==> src/rtl/obuf_arb_ctrl_pkg.sv <==
// Shared mesh-node definitions: direction indices, port count, default payload width and
// the round-robin index helper used by the output arbiters.
package obuf_arb_ctrl_pkg;

    localparam int unsigned NUM_DIR    = 5;
    localparam int unsigned DIR_N      = 0;
    localparam int unsigned DIR_W      = 1;
    localparam int unsigned DIR_S      = 2;
    localparam int unsigned DIR_E      = 3;
    localparam int unsigned DIR_B      = 4;
    localparam int unsigned PYLD_W_DEF = 23;

    typedef logic [2:0] dir_idx_t;

    // Last-granted value after reset, so N is searched first.
    localparam dir_idx_t RR_RESET = dir_idx_t'(DIR_B);

    // (base + off) mod NUM_DIR for base in 0..4 and off in 0..5.
    function automatic dir_idx_t dir_add(input dir_idx_t base, input dir_idx_t off);
        logic [3:0] sum;
        sum = {1'b0, base} + {1'b0, off};
        if (sum >= 4'(NUM_DIR)) begin
            sum = sum - 4'(NUM_DIR);
        end
        return sum[2:0];
    endfunction

endpackage

==> src/rtl/obuf_arb_ctrl_rr_arb5.sv <==
// Combinational five-way round-robin arbiter: the first requester after ptr (with wrap)
// receives the one-hot grant; en low forces no grant.
module obuf_arb_ctrl_rr_arb5
    import obuf_arb_ctrl_pkg::*;
(
    input  logic [NUM_DIR-1:0] req,
    input  dir_idx_t           ptr,
    input  logic               en,
    output logic [NUM_DIR-1:0] gnt,
    output dir_idx_t           gnt_idx
);

    dir_idx_t cand;
    logic     found;

    always_comb begin
        gnt     = '0;
        gnt_idx = ptr;
        cand    = '0;
        found   = 1'b0;
        // Offsets 1..5 visit every source once, ending at ptr itself.
        for (int k = 1; k <= int'(NUM_DIR); k++) begin
            cand = dir_add(ptr, dir_idx_t'(k));
            if (en && !found && req[cand]) begin
                found        = 1'b1;
                gnt[cand]    = 1'b1;
                gnt_idx      = cand;
            end
        end
    end

endmodule

==> src/rtl/obuf_arb_ctrl.sv <==
// Output-port controller: round-robin grant over the five input buffers, capture of the
// granted payload into a 2-entry FIFO, and valid/ready drain to the outgoing link.
module obuf_arb_ctrl
    import obuf_arb_ctrl_pkg::*;
#(
    parameter int unsigned PYLD_W = PYLD_W_DEF
) (
    input  logic                      clk,
    input  logic                      rst_n,
    input  logic                      pg_en,
    input  logic [NUM_DIR-1:0]        arb_req,
    input  logic [NUM_DIR*PYLD_W-1:0] payload_i,
    output logic [NUM_DIR-1:0]        arb_gnt,
    output logic                      obuf_rdy,
    output logic                      link_vld,
    input  logic                      link_rdy,
    output logic [PYLD_W-1:0]         link_payload
);

    dir_idx_t          rr_ptr_q;
    dir_idx_t          gnt_idx;
    logic              accept;
    logic              pop;
    logic [PYLD_W-1:0] push_data;

    logic [PYLD_W-1:0] mem_q [2];
    logic              wr_ptr_q;
    logic              rd_ptr_q;
    logic [1:0]        count_q;
    logic [1:0]        count_d;

    obuf_arb_ctrl_rr_arb5 u_rr_arb5 (
        .req     (arb_req),
        .ptr     (rr_ptr_q),
        .en      (~pg_en),
        .gnt     (arb_gnt),
        .gnt_idx (gnt_idx)
    );

    assign obuf_rdy = ~pg_en & (count_q != 2'd2);
    // Same condition the input buffer uses to drop its request.
    assign accept   = obuf_rdy & (|(arb_req & arb_gnt));
    assign link_vld = (count_q != 2'd0);
    assign pop      = link_vld & link_rdy;
    assign link_payload = mem_q[rd_ptr_q];

    // One-hot grant select keeps payload_i off every output-facing combinational path.
    always_comb begin
        push_data = '0;
        for (int i = 0; i < int'(NUM_DIR); i++) begin
            if (arb_gnt[i]) begin
                push_data = push_data | payload_i[i*PYLD_W +: PYLD_W];
            end
        end
    end

    always_comb begin
        count_d = count_q;
        case ({accept, pop})
            2'b10:   count_d = count_q + 2'd1;
            2'b01:   count_d = count_q - 2'd1;
            default: count_d = count_q;
        endcase
    end

    always_ff @(posedge clk or negedge rst_n) begin
        if (!rst_n) begin
            rr_ptr_q <= RR_RESET;
        end else if (accept) begin
            rr_ptr_q <= gnt_idx;
        end
    end

    always_ff @(posedge clk or negedge rst_n) begin
        if (!rst_n) begin
            mem_q[0] <= '0;
            mem_q[1] <= '0;
            wr_ptr_q <= 1'b0;
            rd_ptr_q <= 1'b0;
            count_q  <= 2'd0;
        end else begin
            if (accept) begin
                mem_q[wr_ptr_q] <= push_data;
                wr_ptr_q        <= ~wr_ptr_q;
            end
            if (pop) begin
                rd_ptr_q <= ~rd_ptr_q;
            end
            count_q <= count_d;
        end
    end

`ifndef SYNTHESIS
    a_gnt_onehot : assert property (@(posedge clk) disable iff (!rst_n) $onehot0(arb_gnt));
    a_count_max  : assert property (@(posedge clk) disable iff (!rst_n) count_q <= 2'd2);
    a_no_ovf     : assert property (@(posedge clk) disable iff (!rst_n)
                                    !(accept && count_q == 2'd2));
    a_ptr_range  : assert property (@(posedge clk) disable iff (!rst_n)
                                    rr_ptr_q < dir_idx_t'(NUM_DIR));
`endif

endmodule

==> config.mk <==
export PLATFORM = sky130hd
export DESIGN_NAME = obuf_arb_ctrl
export DESIGN_NICKNAME = d
export VERILOG_FILES = /design/src/rtl/obuf_arb_ctrl_pkg.sv /design/src/rtl/obuf_arb_ctrl_rr_arb5.sv /design/src/rtl/obuf_arb_ctrl.sv
export SDC_FILE = /design/constraint.sdc
export NUM_CORES = 1
export LEC_CHECK = 0
export ABC_AREA = 1
export BUFFER_PORTS_ARGS = -buffer_cell sky130_fd_sc_hd__buf_2
export CAP_MARGIN = 0
export CORE_ASPECT_RATIO = 0.6
export CORE_UTILIZATION = 30
export DETAILED_ROUTE_END_ITERATION = 7
export PLACE_DENSITY = 0.63
export SYNTH_ARGS = -nofsm -noshare
export SYNTH_HDL_FRONTEND = slang
export SYNTH_SLANG_ARGS = --single-unit
==> constraint.sdc <==
create_clock -name clk -period 3.8 [get_ports clk]
set_input_delay 0.95 -clock clk [delete_from_list [all_inputs] [get_ports clk]]
set_output_delay 0.95 -clock clk [all_outputs]
set_load 0.01 [all_outputs]
# --- Yosys cells after proc, flatten, opt, wreduce, memory -nomap -nowiden ---
# Index checks and enable logic that the tools add are counted.
classes:
  addsub: 12
  order_cmp: 18
  eq_ne: 3
  muxes: 51
  bitwise_logic: 17
  reduce_logical: 24
op_table:
  columns: ["op", "n"]
  rows:
  - ["$mux 23", 9]
  - ["$or 23x23->23", 4]
  - ["$bwmux 46", 1]
  - ["$mux 3", 10]
  - ["$mux 5", 5]
  - ["$demux 23 s1", 1]
  - ["$ge 4x3->1 const B", 5]
  - ["$lt 3x4->1 const B", 5]
  - ["$or 5x5->5", 4]
  - ["$bmux 1 s3", 5]
  - ["$demux 1 s3", 5]
  - ["$ge 3x1->1 const B", 5]
  - ["$logic_and 1x1->1", 15]
  - ["$sub 3x3->3 const B", 5]
  - ["$mux 1", 14]
  - ["$add 3x2->4 const B", 2]
  - ["$add 3x3->4 const B", 2]
  - ["$and 5x5->5", 1]
  - ["$reduce_bool 5->1", 1]
  - ["$reduce_or 5->1", 1]
  - ["$add 3x1->4 const B", 1]
  - ["$ge 2x2->1 const B", 2]
  - ["$logic_not 1->1", 4]
  - ["$not 1->2", 2]
  - ["11 further kinds", 16]
totals:
  ff_bits: 53
  input_bits: 124
  output_inout_bits: 30
  elab_cells: 131

# --- Depth between registers and ports, before layout ---
# Gate-level depths: netlist of run 1.
logic_depth:
  ltp_word: 33
  ltp_mapped: 31

# --- By module ---
# A second synthesis of run 1 with hierarchy kept.
unflattened:
  cells_unflattened: 756
  area_unflattened_um2: 4558.1
modules_own_cells:
  columns: ["module", "n_inst", "cells_per_inst", "area_each_um2", "seq_area_each_um2"]
  rows:
  - ["obuf_arb_ctrl", 1, 516, 3254.4, 1327.5]
  - ["obuf_arb_ctrl_rr_arb5", 1, 240, 1303.8, 0.0]

# --- Worst setup path before layout of run 1 ---
# Ideal clock, no wire load.
synth_path:
  kind: "flip-flop to flip-flop"
  start: "register rr_ptr_q[0]"
  end: "register count_q[1]"
  arrival_ns: 3.772
  t_required_ns: 3.669
  setup_slack_ns: -0.103
  path_stages_with_launch: 25
  period_less_slack_ns: 3.903
  path_cell_list: "dfrtp_1 buf_6 inv_2 buf_6 ha_1 ha_1 or2_2 o21ai_1 nor2_1 nand3_1 nand3_1 nor2_2 nand3_2 nor2_1 a21oi_1 nand3_2 nand2_1 nand2_2 inv_2 nand2_4 nand2_1 ha_1 a21oi_1 o21ai_0 xor2_1"
synth_via:
  elab_chain_cells: 28
  elab_cells_between_ends: 88
synth_lines:
  columns: ["item", "line_no", "source"]
  rows:
  - ["start, declared", "obuf_arb_ctrl.sv:20", "dir_idx_t rr_ptr_q;"]
  - ["start signal, assigned", "obuf_arb_ctrl.sv:70", "rr_ptr_q <= gnt_idx;"]
  - ["branches (longest 22 deep; another with $add 3x1->4)", null, null]
  - ["$mux 5 (*)", "obuf_arb_ctrl_rr_arb5.sv:24", "if (en && !found && req[cand]) begin"]
  - ["$and 5x5->5 (*)", "obuf_arb_ctrl.sv:42", "assign accept = obuf_rdy & (|(arb_req & arb_gnt));"]
  - ["$reduce_or 5->1 (*)", "obuf_arb_ctrl.sv:42", null]
  - ["$and 1x1->1 (*)", "obuf_arb_ctrl.sv:42", null]
  - ["$eq 2x1->1 or $eq 2x2->1 (tied branches)", "obuf_arb_ctrl.sv:59", "case ({accept, pop})"]
  - ["$pmux 2 s2 or $reduce_bool 2->1 (tied branches)", null, null]
  - ["end signal, assigned", "obuf_arb_ctrl.sv:89", "count_q <= count_d;"]
  - ["end, declared", "obuf_arb_ctrl.sv:29", "logic [1:0] count_q;"]
# Every way passes the cells marked *. The select of a mux whose other input is x is not followed.
# A chain may end at the register's enable or synchronous reset.

# --- Final worst setup path of run 1 ---
layout_path:
  start: "register rr_ptr_q[0]"
  end: "output arb_gnt[2]"
layout_via:
  elab_chain_cells: 23
  elab_cells_between_ends: 81
layout_lines:
  columns: ["item", "line_no", "source"]
  rows:
  - ["branches (longest 22 deep; another with $add 3x1->4)", null, null]
  - ["$mux 5 (*)", "obuf_arb_ctrl_rr_arb5.sv:24", null]
  - ["end, declared", "obuf_arb_ctrl.sv:13", "output logic [NUM_DIR-1:0] arb_gnt,"]
# Marks and branches as above.

==> metrics.md, run 1 <==
| Metric | Value |
|---|---|
| Setup Skew | between 0.004 and 0.005 ns |
| Post-Syn Area | approximately 0.0046 sq mm |
| Critical path's slowest cell | dfrtp_2 |
| Clock slew at reported path FFs | ~0.070 ns |
| Top-level I/O count | about 150 |
| Total CTS buffers | 5 |
| Synth cell types | 37 |
| Drt via density | between 4 and 5 |
| GRT Util Overall | a little over a fifth |
| Final min period | between 3 and 4 ns |
| Initial antenna violation count | 0 |
| Site row count | 34 |
| DR vias | roughly 5,400 |
| Utilization after layout | around 44% |
| Largest net degree at the start of global routing | 35 |
| Post-synth EDFFs | 0 |
| Relative slew slack | between 30% and 40% |
| Drt first pass iters | 5 |
| Ys flop type | dfrtp_1 |
| Routed Antenna Nets | 0 |
| Layout cell share with drive strength beyond 1 | around 35% |
| Max clock buf depth | 2 |
| Crit-path cells | inv_4, ha_4, inv_4, fa_2, inv_2, o21ai_4, nand2_1, nand2_1, nor2_2, nand3_2, nand4_4, nand3_2, nor2_4, nand4_1, nand3_2, buf_4, buf_2 |
| Starting density of the core | 31.1% |
| GRT Residual Overflow | 0 |
| Clock sinks | 53 |
| Die footprint | approximately 0.016 sq mm |
| HP Start | mem_q[39] |
| Area share of fa/ha/maj cells after synthesis | between 3 and 4% |
| HP Class | flop to flop |
| Syn Nets | just under 900 |
| Maximum clock frequency | roughly 0.26 GHz |
| Clk root buf | clkbuf_16 |
| Simple-gate share of the synthesized area | between 50 and 60% |
| Chip Width | approximately 160 microns |
| FILL cells | 1,555 |
| Largest family of logic cells by synthesized area | simple AND/OR/NAND/NOR gates |
| Routability cong. | 0.938 |
| Endpoints failing setup | 3 |
| Drt wl/cell | 15.3 microns |
| Seq. cell area | around 0.0013 sq mm |
| Core Area | about 0.015 sq mm |
| Crit Reg-Reg Startpoint | rr_ptr_q[0] |
| Initial DRC count | about 490 |
| CP startpoint | rr_ptr_q[0] |
| Placed Cells | 1,101 |
| CP Data Arrival Time | 2.89 ns |
| Clock latency on the worst-skew pair | 0.29 ns |
| Crit share post-route | 101% |
| First-pass GRT wire length | approximately 27,000 microns |
| Worst path most repeated cell | nand3_2 |
| Final Slew Violations | 0 |
| WHS | roughly 0.48 ns |
| Yosys reg bits | 53 |
| Xor and xnor area share after synthesis | 0.931% |
| Max_cap viols | 0 |
| CP required | 2.85 ns |
| CP peak stage delay | 0.44 ns |
| Vias in the first global route | between 5,000 and 6,000 |
| DP HPWL | ~13,000 microns |
| CP Class | flop to output port |
| Mapped Avg Cell Area | around 6.2 sq um |
| Post-synthesis sequential area ratio | ~29% |
| CTS tree | yes |
| Chip Height | 97.6 microns |
| Final Non-Filler Cells | 1,132 |
| Asr flop ratio synth | 100% |
| I/O Buffers | 153 |
| Synth Warn # | 0 |
| Routed WL | around 17,000 microns |
| Syn Inst Count | between 700 and 800 |
| Mux contribution to synthesized area | 0% |
| Outcome | finished with violations |
| Nets | around 1,100 |
| Multi-input gate area | roughly 0.0033 sq mm |
| RSZ-0062 raised after global routing | yes |
| Hold Vio Cnt, Final | 0 |
| Critical Path End Type | output port |
| Compound-gate portion of the synthesized area | roughly 4.5% |
| Area growth, synth to finish | 39.7% |
| Failing checks | setup timing |
| Type of origin of the critical path | flop |
| Final WS setup | -0.0414 ns |
| # H-tree levels | 2 |
| Worst Path Max Fanout | 6 |
| Detailed-route DRC error count | 0 |
| Slew at the pin closest to its max-slew limit | a little under 1 ns |
==> critical path: cells and delay by family, from the launching register on <==
family / cells / cell delay (ns)
DFF: 1 / 0.44
and+or+nand+nor: 9 / 1.11
AOI/OAI and AO/OA: 1 / 0.08
adders and majority gates: 2 / 0.55
buffers and inverters: 5 / 0.43
==> layout make-up <==
cell class,count,area share [%]
multi-input combinational,623,51.0
timing repair buffer,213,19.8
clock buffer,6,2.02
clock inverter,2,0.216
inverter,36,2.23
antenna,1,0.0392
sequential,53,20.8
tap,198,3.88
==> sequential cells by signal (all words and copies together), names as in the netlist <==
register,cells
rd_ptr_q,1
count_q,2
wr_ptr_q,1
rr_ptr_q,3
mem_q,46
==> routing by layer <==
layer / wire length [microns] / vias up / global-route usage (%)
met5: 0 / - / 0
met3: 1390 / 13 / 4.40
li1: - / 2754 / -
met4: 117 / 0 / 2.10
met1: 8630 / 2462 / 33.8
met2: 7140 / 207 / 31.6
==> Yosys cell counts (6+ instances only) <==
library cell	instances	area share (%)
o21ai_0	11	1.2
a21oi_1	10	1.1
nand2_2	7	0.96
nand4_1	13	1.8
dfrtp_1	52	28
nand3_2	9	2.0
inv_1	28	2.3
nor2_1	25	2.1
or2_1	11	1.5
or2_0	8	1.1
ha_1	11	3.0
buf_2	16	1.8
nand2_1	377	31
nand3_1	98	11
inv_2	8	0.66
clkbuf_1	6	0.49
==> final timing paths <==
check | end | slack, ns | cells past startpoint
max | arb_gnt[2] | -0.04 | 17
min | mem_q[39] | 0.48 | 2
max reg2reg | count_q[1] | 0.14 | 26
min reg2reg | mem_q[39] | 0.48 | 2
max in group asynchronous | mem_q[30] | 2.46 | 2
min in group asynchronous | mem_q[39] | 0.69 | 1
==> logic make-up after synthesis <==
group                    count (synthesis)
AO/OA/AOI/OAI                           36
adder cells (fa/ha/maj)                 12
XOR/XNOR                                 4
AND/OR/NAND/NOR                        569
buffers and inverters                   67
flip-flops                              53
==> repair_timing <==
item                       4_1_cts  5_1_grt
setup endpoints to repair        5       53
pin swaps                        9       25
gates cloned                     0        2
resized for setup               33       52
buffers inserted                 7       13
hold buffers                     0        0
==> per-stage QoR <==
| step | setup slack, ns | setup TNS, ns | cell area, sq um |
|---|---|---|---|
| global route | -0.181 | -0.857 | 6380 |
| floorplan | 0.00900 | 0 | 4580 |
| global placement | 0.119 | 0 | 5720 |
| CTS | -0.0118 | -0.0197 | 6050 |
| finish | -0.0414 | -0.0747 | 6390 |
| detailed placement | 0.0716 | 0 | 5720 |
==> cells in the final DEF (no fill, tap or decap), types with 4 or more instances in the layout <==
| master | synthesis | routed |
|---|---|---|
| nand3_1 | 98 | 94 |
| inv_1 | 28 | 25 |
| nand3_4 | 2 | 6 |
| o21ai_1 | 5 | 6 |
| or2_1 | 11 | 11 |
| nor2_4 | 2 | 7 |
| nand3_2 | 9 | 11 |
| nor2_2 | 5 | 14 |
| nand2_1 | 377 | 364 |
| ha_4 | 0 | 6 |
| or2_0 | 8 | 8 |
| or2_2 | 5 | 4 |
| nand4_1 | 13 | 13 |
| dfrtp_1 | 52 | 50 |
| buf_4 | 5 | 56 |
| a21oi_1 | 10 | 5 |
| buf_6 | 4 | 5 |
| a21oi_2 | 3 | 6 |
| inv_2 | 8 | 8 |
| nor2_1 | 25 | 11 |
| nand2_2 | 7 | 19 |
| clkbuf_16 | 0 | 5 |
| o211ai_1 | 4 | 4 |
| o21ai_0 | 11 | 8 |
| buf_2 | 16 | 150 |
Power of run 1 is not shown: default switching activity piles up to over one toggle a cycle in this logic, so the estimate is an artifact.
==> inputs of run 2 (changes only) <==
--- a/config.mk
+++ b/config.mk
@@ -11,7 +11,7 @@
 export CORE_ASPECT_RATIO = 0.6
 export CORE_UTILIZATION = 30
 export DETAILED_ROUTE_END_ITERATION = 7
-export PLACE_DENSITY = 0.63
+export PLACE_DENSITY = 0.61
 export SYNTH_ARGS = -nofsm -noshare
 export SYNTH_HDL_FRONTEND = slang
 export SYNTH_SLANG_ARGS = --single-unit
==> constraint.sdc (replaced) <==
create_clock -name clk -period 4.2 [get_ports clk]
set_input_delay 1.05 -clock clk [delete_from_list [all_inputs] [get_ports clk]]
set_output_delay 1.05 -clock clk [all_outputs]
set_load 0.01 [all_outputs]
==> run 2 against run 1 <==
Non-clock buffer count down 25; wire length down 1.9%; largest cell class unchanged; the run now ends clean; via count down 2.4%.
==> metrics.md, run 2 (same netlist as run 1, synthesis figures left out) <==
| Metric | Value |
|---|---|
| Clock slew at reported path FFs | 0.07 ns |
| RSZ-0062 raised after global routing | yes |
| CP Class | flop to output port |
| Routed Antenna Nets | 0 |
| Total CTS buffers | 5 |
| # diodes | 0 |
| Drt first pass iters | 5 |
| DP HPWL | between 10,000 and 15,000 microns |
| Chip Width | 161 microns |
| CP required | between 3 and 4 ns |
| DP Worst Slack | between 0.15 and 0.2 ns |
| Vias in the first global route | ~4,800 |
| Starting density of the core | a little under a third |
| Max_cap viols | 0 |
| Drt via density | about 4.8 |
| Type of origin of the critical path | flop |
| Final min period | 4.04 ns |
| Clk root buf | clkbuf_16 |
| Commonest non-fill, non-tap cell in the layout | nand2_1 |
| Routed WL | roughly 17,000 microns |
| HP Class | flop to flop |
| Layout cell share with drive strength beyond 1 | between 30% and 40% |
| Clock latency on the worst-skew pair | 0.29 ns |
| Critical Path End Type | output port |
| Utilization after layout | 41.0% |
| Area growth, synth to finish | 31.7% |
| Top-level I/O count | approximately 150 |
| Slew at the pin closest to its max-slew limit | between 0.8 and 0.9 ns |
| Chip Height | roughly 100 microns |
| Routability cong. | 0.984 |
| Post-place instance area | between 0.005 and 0.006 sq mm |
| Outcome | finished clean |
| Detailed-route DRC error count | 0 |
| Post-route design area | roughly 0.006 sq mm |
| Hold Vio Cnt, Final | 0 |
| Initial DRC count | about 480 |
| CP Data Arrival Time | ~3 ns |
| Crit share post-route | 96.1% |
| I/O Buffers | roughly 150 |
| CTS tree | yes |
| Worst Path Max Fanout | 6 |
| Clock sinks | 53 |
| Endpoints failing setup | 0 |
| Largest registers | mem_q x46, rr_ptr_q x3, count_q x2 |
| Max clock buf depth | 2 |
| # H-tree levels | 2 |
| Setup Skew | 0.00441 ns |
| Most frequent cells in the layout | nand2_1, buf_2, nand3_1 |
| DR vias | 5,307 |
| GRT Residual Overflow | 0 |
| Site row count | 34 |
| Initial antenna violation count | 0 |
| Nets | between 1,000 and 1,500 |
| Drt wl/cell | ~15 microns |
| Maximum clock frequency | between 0.2 and 0.25 GHz |
| Relative slew slack | 45.6% |
| GRT Util Overall | between 20% and 30% |
| Largest net degree at the start of global routing | 37 |
| Final Slew Violations | 0 |
| Number of flip-flops in the largest register | 46 |
| Core Area | approximately 0.015 sq mm |
| First-pass GRT wire length | 26,800 microns |
| Largest register by flop count | mem_q |
| Die footprint | between 0.015 and 0.02 sq mm |
| Final WS setup | approximately 0.16 ns |
[run 2: worst paths after layout]
path                        startpoint           to  slack (ns)  depth (start not counted)
max                        rr_ptr_q[0]   arb_gnt[4]        0.16                         16
min                          mem_q[34]    mem_q[34]        0.48                          2
max reg2reg                rr_ptr_q[1]   count_q[1]        0.37                         24
min reg2reg                  mem_q[34]    mem_q[34]        0.48                          2
max in group asynchronous        rst_n  rr_ptr_q[2]        2.67                          2
min in group asynchronous        rst_n     rd_ptr_q        0.71                          1
[run 2: critical path, stage by stage (launching register included)]
cell and delay [ns]:
dfrtp_1 0.36, inv_2 0.07, ha_1 0.20, inv_1 0.09
fa_2 0.44, a21oi_1 0.15, nor2_2 0.09, nor2_2 0.17
nand3_1 0.16, nand4_4 0.16, nand2_2 0.09, nor2_4 0.15
nand2_4 0.10, nor2_4 0.12, nand2_1 0.09, nand3_4 0.11
buf_2 0.14
[run 2: cell type report]
class	count	area, sq um
Multi-Input combinational cell	621	3100
Fill cell	1560	8660
Timing Repair Buffer	188	1060
Tap cell	198	248
Clock inverter	2	13.8
Sequential cell	53	1330
Inverter	36	135
Clock buffer	6	129
[run 2: metal layers]
metal / GRT usage, % / wire length (microns) / vias up
met3: 4.87 / 1500 / 11
met5: 0 / 0 / -
met1: 34.4 / 8660 / 2402
li1: - / - / 2688
met4: 4.14 / 201 / 0
met2: 29.7 / 6590 / 206
[run 2: repair_timing]
item,CTS,global route
setup buffers,2,8
endpoints found under the setup margin,5,6
pin swaps,0,11
hold buffers,0,0
gates resized for setup,5,46
[run 2: per-stage QoR]
stage          setup TNS [ns]  hold WS, ns  std cells
2_1_floorplan               0        0.449        741
3_3_place_gp                0        0.465       1086
3_5_place_dp                0        0.466       1086
4_1_cts                     0        0.485       1096
5_1_grt                -0.133        0.498       1104
6_report                    0        0.479       1104
Power of run 2 is left out for the same reason.
